<file path="config.mk">
export PLATFORM = sky130hd
export DESIGN_NAME = ntt_stage_ctrl
export DESIGN_NICKNAME = d
export VERILOG_FILES = /design/src/rtl/ntt_ctrl_pkg.sv /design/src/rtl/ntt_stage_cnt.sv /design/src/rtl/ntt_stage_ctrl.sv
export SDC_FILE = /design/constraint.sdc
export NUM_CORES = 1
export LEC_CHECK = 0
export ABC_AREA = 1
export BUFFER_PORTS_ARGS = -buffer_cell sky130_fd_sc_hd__buf_2
export CORE_MARGIN = 2
export CORE_UTILIZATION = 50
export CTS_CLUSTER_DIAMETER = 60
export DETAILED_ROUTE_END_ITERATION = 8
export HOLD_SLACK_MARGIN = 0.12
export PLACE_DENSITY = 0.66
export SYNTH_ARGS = -nofsm -noshare
export SYNTH_HDL_FRONTEND = slang
export SYNTH_SLANG_ARGS = --single-unit
</file>
<file path="constraint.sdc">
create_clock -name clk -period 3.3 [get_ports clk]
set_input_delay 0.495 -clock clk [delete_from_list [all_inputs] [get_ports clk]]
set_output_delay 0.495 -clock clk [all_outputs]
set_load 0.05 [all_outputs]
</file>
<file path="src/rtl/ntt_ctrl_pkg.sv">
// ----------------------------------------------------------------------------
// ntt_ctrl_pkg
//   Shared types and constants for the NTT stage controller.
//   - stage_state_e : controller FSM states
//   - *_DEF         : default stage-count / beat-count / timing constants
//   - stage_idx_t   : stage_idx width for the default stage count
//   - max2, cnt_width : elaboration-time sizing helpers
// ----------------------------------------------------------------------------
package ntt_ctrl_pkg;

    typedef enum logic [1:0] {
        IDLE,
        RUN,
        DRAIN,
        DONE
    } stage_state_e;

    localparam int K1_STAGES_DEF    = 3;
    localparam int BEATS_K1_DEF     = 256;
    localparam int BEATS_K2_DEF     = 2048;
    localparam int DRAIN_CYCLES_DEF = 8;
    localparam int TIMEOUT_DEF      = 4096;

    // Holds 0..K1_STAGES_DEF; the top derives its own width when K1_STAGES is overridden.
    typedef logic [$clog2(K1_STAGES_DEF + 1) - 1:0] stage_idx_t;

    function automatic int max2(input int a, input int b);
        return (a > b) ? a : b;
    endfunction

    // Bits needed to hold a down-counter preload of n-1 (never narrower than 1).
    function automatic int cnt_width(input int n);
        return (n <= 2) ? 1 : $clog2(n);
    endfunction

endpackage

</file>
<file path="src/rtl/ntt_stage_cnt.sv">
// ----------------------------------------------------------------------------
// ntt_stage_cnt
//   Loadable down-counter that stops at zero. Used for the inter-stage drain
//   gap and for the per-stage timeout.
//   clk       in   clock
//   rst       in   synchronous reset, active-low
//   load      in   preload load_val (wins over dec)
//   load_val  in   W-bit preload value
//   dec       in   decrement by one while non-zero
//   zero      out  count is zero
// ----------------------------------------------------------------------------
module ntt_stage_cnt #(
    parameter int W = 4
) (
    input  logic         clk,
    input  logic         rst,
    input  logic         load,
    input  logic [W-1:0] load_val,
    input  logic         dec,
    output logic         zero
);

    logic [W-1:0] cnt;

    // NOTE: sequential state is written only with non-blocking assignments so
    // every register samples its inputs from before the clock edge.
    always_ff @(posedge clk) begin
        if (!rst) begin
            cnt <= '0;
        end else if (load) begin
            cnt <= load_val;
        end else if (dec && (cnt != '0)) begin
            cnt <= cnt - 1'b1;
        end
    end

    assign zero = (cnt == '0);

endmodule

</file>
<file path="src/rtl/ntt_stage_ctrl.sv">
// ----------------------------------------------------------------------------
// ntt_stage_ctrl
//   Upstream sequencer for the AGU integration block. Walks one transform
//   through K1_STAGES radix-16 stages and a final radix-2 stage, inserting a
//   DRAIN_CYCLES gap after each stage and checking per-stage beat counts.
//
//   Optional feature: define STAGE_CTRL_TIMEOUT_EN to build a per-stage
//   watchdog (TIMEOUT cycles in RUN -> timeout_err, enable drops, go DONE).
//   Without it timeout_err is tied 0 and RUN waits for AGU_done_out forever.
//
//   clk            in   clock
//   rst            in   synchronous reset, active-low
//   start_valid    in   request a full transform
//   start_ready    out  high in IDLE
//   AGU_done_out   in   end-of-stage pulse
//   BN_MA_out_en   in   one address beat
//   AGU_enable     out  radix-16 stage run level
//   AGU_enable_k2  out  radix-2 stage run level
//   LAST_STAGE     out  radix-2 path select (final RUN and its DRAIN)
//   stage_idx      out  current stage 0..K1_STAGES
//   busy           out  not IDLE
//   done           out  one-cycle completion pulse
//   beat_err       out  sticky beat-count mismatch, cleared on start
//   timeout_err    out  sticky stage timeout
// ----------------------------------------------------------------------------
module ntt_stage_ctrl
    import ntt_ctrl_pkg::*;
#(
    parameter int K1_STAGES    = K1_STAGES_DEF,
    parameter int BEATS_K1     = BEATS_K1_DEF,
    parameter int BEATS_K2     = BEATS_K2_DEF,
    parameter int DRAIN_CYCLES = DRAIN_CYCLES_DEF,
    parameter int TIMEOUT      = TIMEOUT_DEF
) (
    input  logic                               clk,
    input  logic                               rst,
    input  logic                               start_valid,
    output logic                               start_ready,
    input  logic                               AGU_done_out,
    input  logic                               BN_MA_out_en,
    output logic                               AGU_enable,
    output logic                               AGU_enable_k2,
    output logic                               LAST_STAGE,
    output logic [$clog2(K1_STAGES + 1) - 1:0] stage_idx,
    output logic                               busy,
    output logic                               done,
    output logic                               beat_err,
    output logic                               timeout_err
);

    localparam int SW = $clog2(K1_STAGES + 1);
    localparam int BW = $clog2(max2(BEATS_K1, BEATS_K2) + 1) + 1;
    // Both counter instances share one width so the drain and timeout
    // preloads always fit.
    localparam int CW = cnt_width(max2(DRAIN_CYCLES, TIMEOUT));

    localparam logic [SW-1:0] LAST_IDX   = SW'(K1_STAGES);
    localparam logic [BW-1:0] EXP_K1     = BW'(BEATS_K1);
    localparam logic [BW-1:0] EXP_K2     = BW'(BEATS_K2);
    localparam logic [CW-1:0] DRAIN_LOAD = CW'(DRAIN_CYCLES - 1);

    stage_state_e  state, state_nxt;
    logic [BW-1:0] beat_cnt;
    logic [BW-1:0] beat_total;
    logic [BW-1:0] exp_beats;
    logic          is_last;
    logic          drain_load;
    logic          drain_zero;
    logic          timeout_hit;
    logic          beat_err_q;

    assign is_last   = (stage_idx == LAST_IDX);
    assign exp_beats = is_last ? EXP_K2 : EXP_K1;

    // Final count includes a beat arriving in the same cycle as AGU_done_out;
    // the counter sticks at all-ones rather than wrapping.
    assign beat_total = (BN_MA_out_en && (beat_cnt != '1)) ? beat_cnt + 1'b1 : beat_cnt;

    // ------------------------------------------------------------------
    // Next-state logic
    // ------------------------------------------------------------------
    // NOTE: every always_comb output gets a default first, so no path can
    // leave a signal unassigned and infer a latch.
    always_comb begin
        state_nxt  = state;
        drain_load = 1'b0;
        case (state)
            IDLE: begin
                if (start_valid) state_nxt = RUN;
            end
            RUN: begin
                if (AGU_done_out) begin
                    state_nxt  = DRAIN;
                    drain_load = 1'b1;
                end else if (timeout_hit) begin
                    state_nxt = DONE;
                end
            end
            DRAIN: begin
                if (drain_zero) state_nxt = is_last ? DONE : RUN;
            end
            DONE: begin
                state_nxt = IDLE;
            end
            default: begin
                state_nxt = IDLE;
            end
        endcase
    end

    // ------------------------------------------------------------------
    // State and datapath registers
    // ------------------------------------------------------------------
    always_ff @(posedge clk) begin
        if (!rst) begin
            state      <= IDLE;
            stage_idx  <= '0;
            beat_cnt   <= '0;
            beat_err_q <= 1'b0;
        end else begin
            state <= state_nxt;
            case (state)
                IDLE: begin
                    if (start_valid) begin
                        stage_idx  <= '0;
                        beat_cnt   <= '0;
                        beat_err_q <= 1'b0;
                    end
                end
                RUN: begin
                    beat_cnt <= beat_total;
                    if (AGU_done_out && (beat_total != exp_beats)) beat_err_q <= 1'b1;
                end
                DRAIN: begin
                    if (drain_zero && !is_last) begin
                        stage_idx <= stage_idx + 1'b1;
                        beat_cnt  <= '0;
                    end
                end
                DONE: begin
                    stage_idx <= '0;
                end
                default: ;
            endcase
        end
    end

    // Preloaded to DRAIN_CYCLES-1 on AGU_done_out, so DRAIN lasts exactly
    // DRAIN_CYCLES cycles and the next enable rises DRAIN_CYCLES+1 after done.
    ntt_stage_cnt #(.W(CW)) u_drain_cnt (
        .clk      (clk),
        .rst      (rst),
        .load     (drain_load),
        .load_val (DRAIN_LOAD),
        .dec      (state == DRAIN),
        .zero     (drain_zero)
    );

`ifdef STAGE_CTRL_TIMEOUT_EN
    localparam logic [CW-1:0] TIMEOUT_LOAD = CW'(TIMEOUT - 1);

    logic run_entry;
    logic to_zero;
    logic timeout_err_q;

    assign run_entry = ((state == IDLE) && start_valid) ||
                       ((state == DRAIN) && drain_zero && !is_last);

    ntt_stage_cnt #(.W(CW)) u_timeout_cnt (
        .clk      (clk),
        .rst      (rst),
        .load     (run_entry),
        .load_val (TIMEOUT_LOAD),
        .dec      (state == RUN),
        .zero     (to_zero)
    );

    // Counter reaches zero in the TIMEOUT-th RUN cycle; a real AGU_done_out
    // in that same cycle takes precedence.
    assign timeout_hit = (state == RUN) && to_zero && !AGU_done_out;

    always_ff @(posedge clk) begin
        if (!rst) begin
            timeout_err_q <= 1'b0;
        end else if (timeout_hit) begin
            timeout_err_q <= 1'b1;
        end
    end

    assign timeout_err = timeout_err_q;
`else
    assign timeout_hit = 1'b0;
    assign timeout_err = 1'b0;
`endif

    // ------------------------------------------------------------------
    // Outputs decoded from state; only one enable can ever be high.
    // ------------------------------------------------------------------
    assign start_ready   = (state == IDLE);
    assign busy          = (state != IDLE);
    assign AGU_enable    = (state == RUN) && !is_last;
    assign AGU_enable_k2 = (state == RUN) && is_last;
    assign LAST_STAGE    = ((state == RUN) || (state == DRAIN)) && is_last;
    assign done          = (state == DONE);
    assign beat_err      = beat_err_q;

endmodule

</file>
### Yosys cells after proc, flatten, opt, wreduce, memory -nomap -nowiden

Index checks and enable logic that the tools add are counted.

* add/subtract/negate cells: 3
* $mul: 0
* divide/modulo/power cells: 0
* $lt $le $gt $ge: 0
* eq/ne operators: 11
* shift operators: 0
* multiplexer cells: 20
* bitwise logic cells: 1
* reductions and logical operators: 22

Operators by type and width (count)
* 13-bit two-way mux: 3
* 13-bit case mux with 3 select lines: 1
* 13-bit by 1-bit adder with 13-bit output (second input constant): 1
* 13-bit by 12-bit inequality test with 1-bit output: 1
* 13-bit inequality test (second input constant): 1
* 12-bit logical NOT: 1
* 12-bit two-way mux: 1
* 2-bit two-way mux: 6
* 3-bit AND reduction: 4
* 12-bit nonzero test: 1
* 12-bit by 1-bit subtractor with 12-bit output (second input constant): 1
* 2-bit inequality test (second input constant): 5
* 2-bit case mux with 4 select lines: 1
* 1-bit logical AND: 7
* 2-bit equality test (second input constant): 3
* 3-bit two-way mux: 2
* 2-bit case mux with 3 select lines: 1
* 2-bit nonzero test: 3
* 3-bit nonzero test: 2
* 1-bit two-way mux: 4
* 2-bit by 1-bit adder with 2-bit output (second input constant): 1
* 2-bit by 1-bit equality test with 1-bit output (second input constant): 1
* 2-bit logical NOT: 1
* 1-bit case mux with 2 select lines: 1
* other kinds (4): 4

* register bits: 30
* bits in latches: 0
* memory bits (writable): 0
* ROM bits: 0
* output and inout bits: 10
* logic and storage cells: 63
* memories: 0

### Depth between registers and ports, before layout

* depth in word-level cells: 7
* depth in mapped cells: 16

### By module

Synthesis repeated with hierarchy kept, for this count alone.

* cells, all modules: 376
* area total of the unflattened synthesis: 2274.7 µm²

Modules (own cells, without submodules)
* ntt_stage_ctrl: times used 1, cells each 229, area an instance 1365.1 µm², sequential area each 360.3 µm²
* ntt_stage_cnt: times used 1, cells each 147, area an instance 909.6 µm², sequential area each 240.2 µm²

### Worst setup path after synthesis

Ideal clock, no wire load.

* path type: reg2reg
* from: register state[0]
* to: register beat_cnt[1]
* data arrival time: 2.328 ns
* data required time: 3.228 ns
* path slack: 0.901 ns
* stages on the path, launching flop included: 12
* path buffers: 1
* cells stage by stage: dfxtp_1 > inv_1 > ha_1 > inv_1 > nor2_1 > nor3_1 > nand3_1 > o21ai_2 > inv_2 > clkbuf_1 > nand2_1 > a21oi_1

* cells in the longest elaborated chain, start to end: 3
* elaborated cells between the ends (all ways): 8
* those cells by class: eq/ne: 4; mux: 1; reduce/logical: 3

RTL lines
* from (decl): RTL line ntt_stage_ctrl.sv:62 `stage_state_e state, state_nxt;`
* from (signal assigned): RTL line ntt_stage_ctrl.sv:121 `state <= state_nxt;`
* 2-bit logical NOT (*)
* via start_ready: RTL line ntt_stage_ctrl.sv:38 `output logic start_ready,`
* 2-bit inequality test (no line) / 3-bit nonzero test (equally long branches)
* 3-bit AND reduction (no line)
* to (signal assigned): RTL line ntt_stage_ctrl.sv:131 `beat_cnt <= beat_total;`
* to (decl): RTL line ntt_stage_ctrl.sv:63 `logic [BW-1:0] beat_cnt;`

The timed path passes the listed nets; every way through them passes the cells marked *.
A chain may end at the register's enable or synchronous reset.

### Worst setup path in the final report

* from: register state[0]
* to: register beat_cnt[8]

* cells in the longest elaborated chain, start to end: 3
* elaborated cells between the ends (all ways): 8
* those cells by class: eq/ne: 4; mux: 1; reduce/logical: 3

RTL lines
* 2-bit equality test (tied with other cells): RTL line ntt_stage_ctrl.sv:122 `case (state)`
* 2-bit inequality test (no line) / 3-bit nonzero test (equally long branches)
* 3-bit AND reduction (no line)

Parallel ways exist; a longest one is shown, timed or not.

==> flow_summary.toml <==
[run_status]
status = "finished, final reports clean"

[yosys]
postSynthCellCount = 320
post_synth_main_area_contributors = "sky130_fd_sc_hd__dfxtp_1, sky130_fd_sc_hd__nand2_1, sky130_fd_sc_hd__inv_1"
yosys.cell_count.top_type = "sky130_fd_sc_hd__nand2_1"
synth.yosys.warnings = 0
syn_avg_cell_area_um2 = 6.30
ys_ff_latch = 30
mappedNetlistArea_mm2 = 0.00202
synth_enable_flop_cells = 0
synth.yosys.seq_area_share = 0.298
yosys.area.top_type = "sky130_fd_sc_hd__dfxtp_1"
post_synth_num_cell_types = 33
async_reset_ff_frac = 0
area_share_of_the_largest_cell_type_after_synthesis = 0.298
synthFlopType = "sky130_fd_sc_hd__dfxtp_1"
synthTopCellsByCount = "sky130_fd_sc_hd__nand2_1, sky130_fd_sc_hd__inv_1, sky130_fd_sc_hd__nor2_1, sky130_fd_sc_hd__dfxtp_1, sky130_fd_sc_hd__a21oi_1"
synth_fp_nets = 332

[place]
dp_slack_ns = 1.17
dp.final_hpwl_mm = 3.19
placement.io_buffers = 13
routability_driven_placement_congestion_ratio = 0.875

[cts]
clkSlewWorstSetupHoldPaths_ns = 0.06
h-tree-depth = 2
clock_tree.root_cell = "sky130_fd_sc_hd__clkbuf_8"
clkLatencyLatePin_ns = 0.28
cts_hold_buf = 0
clk_path_buf_depth = 2
post-cts-setup-buffer-count = 0
clock_tree_from_tritoncts = "done"
tritoncts_num_sinks = 30
cts_buffers = 5
post_cts.resized_instances = 0

[routing]
ant_nets = 0
routed_wirelength_mm = 4.11
detailedRoute.firstIterationViolations = 99
drcViolationCount = 0
drt_pre_antenna_iters = 4
routed_via_density = 4.89
wire_per_inst_um = 10.7
dr_total_vias = 1876

[global_route]
number_of_antenna_violations_at_the_first_check_in_global_routing = 0
gr-total-overflow = 0
first_pass_grt_wire_length_mm = 6.93
grt_start_max_net_pins = 19
grt_util_all_layers = 0.202
grt_pass1_vias = 1675

[hold_path]
min_path_type = "register to register"

[final_layout]
final.fill_count = 408
layout.nets = 345
area_growth_syn_to_layout_pct = 8.50
layout-drive-gt1-share = 0.138
diodes = 0

[pwr]
power.share.combinational = 0.478
total_switching_power_mw = 0.683
swShare = 0.464
internal_power_mw = 0.790
power_density_mw_per_mm2 = 673
power_frac_seq = 0.318
power.ir.vdd_worst_mv = 0.502
clkPwrFrac = 0.204
power_leakage_nw = 0.954

[floorplanning]
design.core.area_mm2 = 0.00394
die_width_um = 67.5
design.die.area_mm2 = 0.00456
initial_core_util = 0.512
die-height_um = 67.5
ios = 15
rows = 23

[worst_setup_path]
path_common_cell = "sky130_fd_sc_hd__inv_1"
path_class = "register to register"
crit_path_max_fanout = 14
crit_path_max_incr_delay_ns = 0.35
timing.critical_path.to_type = "register"
worstSetupStartpointType = "register"
worstPathCellList = "inv_1 -> ha_1 -> inv_1 -> nor3_1 -> nand3_1 -> o21ai_2 -> inv_2 -> nor2_4 -> inv_1 -> nor2_1 -> a21oi_1 -> nor2_1"
worst_ep_required_time_ns = 3.51
timing.critical_path.slowest_stage_cell = "sky130_fd_sc_hd__ha_1"
cp.arrival_ns = 2.35

[sta]
maxClockFrequency_mhz = 468
setup_violations = 0
slew_violations = 0
final_number_of_hold_violating_endpoints = 0
grt_setup_unrepaired = "false"
setup-tns-final_ns = 0
period_minus_slack_ns = 2.14
clock_skew_ns = 0.00370
period_share = 0.648
final.setup.worst_slack_ns = 1.16
worst_pin_slew_ns = 0.491
maxSlewHeadroom = 0.671

[run]
drv_cap = 0
layer usage:
layer  routed length [um]  GRT usage  share of wire
met5                    0          0              0
met2                 1880      0.348           0.46
met1                 2010      0.240           0.49
met3                  127     0.0450          0.031
met4                   97     0.0867          0.024
worst paths after layout:
check / depth (start not counted) / slack [ns] / endpoint / startpoint
max: 12 / 1.16 / beat_cnt[8] / state[0]
min: 2 / 0.45 / beat_err / beat_err
max reg2reg: 12 / 1.16 / beat_cnt[8] / state[0]
min reg2reg: 2 / 0.45 / beat_err / beat_err
placed cells by master (no fill, tap or decap), drive strengths merged, types with 9 or more instances in the layout:
master / synthesis / routed
a21oi: 29 / 29
dfxtp: 30 / 30
nor3: 9 / 9
buf: 5 / 13
o21ai: 13 / 13
nor2: 38 / 38
nand3: 15 / 15
nand2: 103 / 103
inv: 44 / 44
flip-flops by register name, summed over array words and instances, names as in the netlist:
| name | cells |
|---|---|
| beat_cnt | 13 |
| beat_err | 1 |
| stage_idx | 2 |
| state | 2 |
| u_drain_cnt.cnt | 12 |
worst max-delay path: cells and delay by family (launching register included):
family / cells / cell delay (ns)
compound gates: 2 / 0.15
fa+ha+maj: 1 / 0.35
flops: 1 / 0.32
simple gates: 5 / 0.79
buf+inv: 4 / 0.45
stage by stage:
step	instances	power (mW)	util	instance area (um2)	hold slack (ns)
3_3_place_gp	376	1.18	0.532	2100	0.443
2_1_floorplan	320	1.07	-	2020	0.453
3_5_place_dp	376	1.18	0.532	2100	0.438
4_1_cts	384	1.49	0.555	2190	0.449
6_report	384	1.47	0.555	2190	0.447
5_1_grt	384	1.60	0.555	2190	0.477
logic make-up (layout without fill, tap and decap cells):
logic type      Yosys count  in the layout  share of synthesized area
compound gates           48             48                      0.133
other cells               1              1                    0.00186
fa+ha+maj                 7              7                     0.0434
simple gates            177            177                      0.395
xor+xnor                  5              5                     0.0217
buf+inv                  52             66                      0.107
flops                    30             30                      0.298
power by group through the flow:
stage	Sequential, mW	Clock, mW	Combinational [mW]
2_1_floorplan	0.493	0	0.574
3_3_place_gp	0.475	0	0.706
3_5_place_dp	0.475	0	0.705
4_1_cts	0.469	0.311	0.707
5_1_grt	0.477	0.328	0.792
6_report	0.469	0.300	0.704
cell type report:
class | instances | area [um2] | area share
inverter | 45 | 169 | 0.0772
tap | 50 | 62.6 | 0.0286
multi-input combinational | 238 | 1200 | 0.548
clock buffer | 7 | 86.3 | 0.0395
sequential | 30 | 601 | 0.274
timing repair buffer | 13 | 65.1 | 0.0297
clock inverter | 1 | 5.00 | 0.00229
No activity file was read; power rests on OpenSTA's default activity.
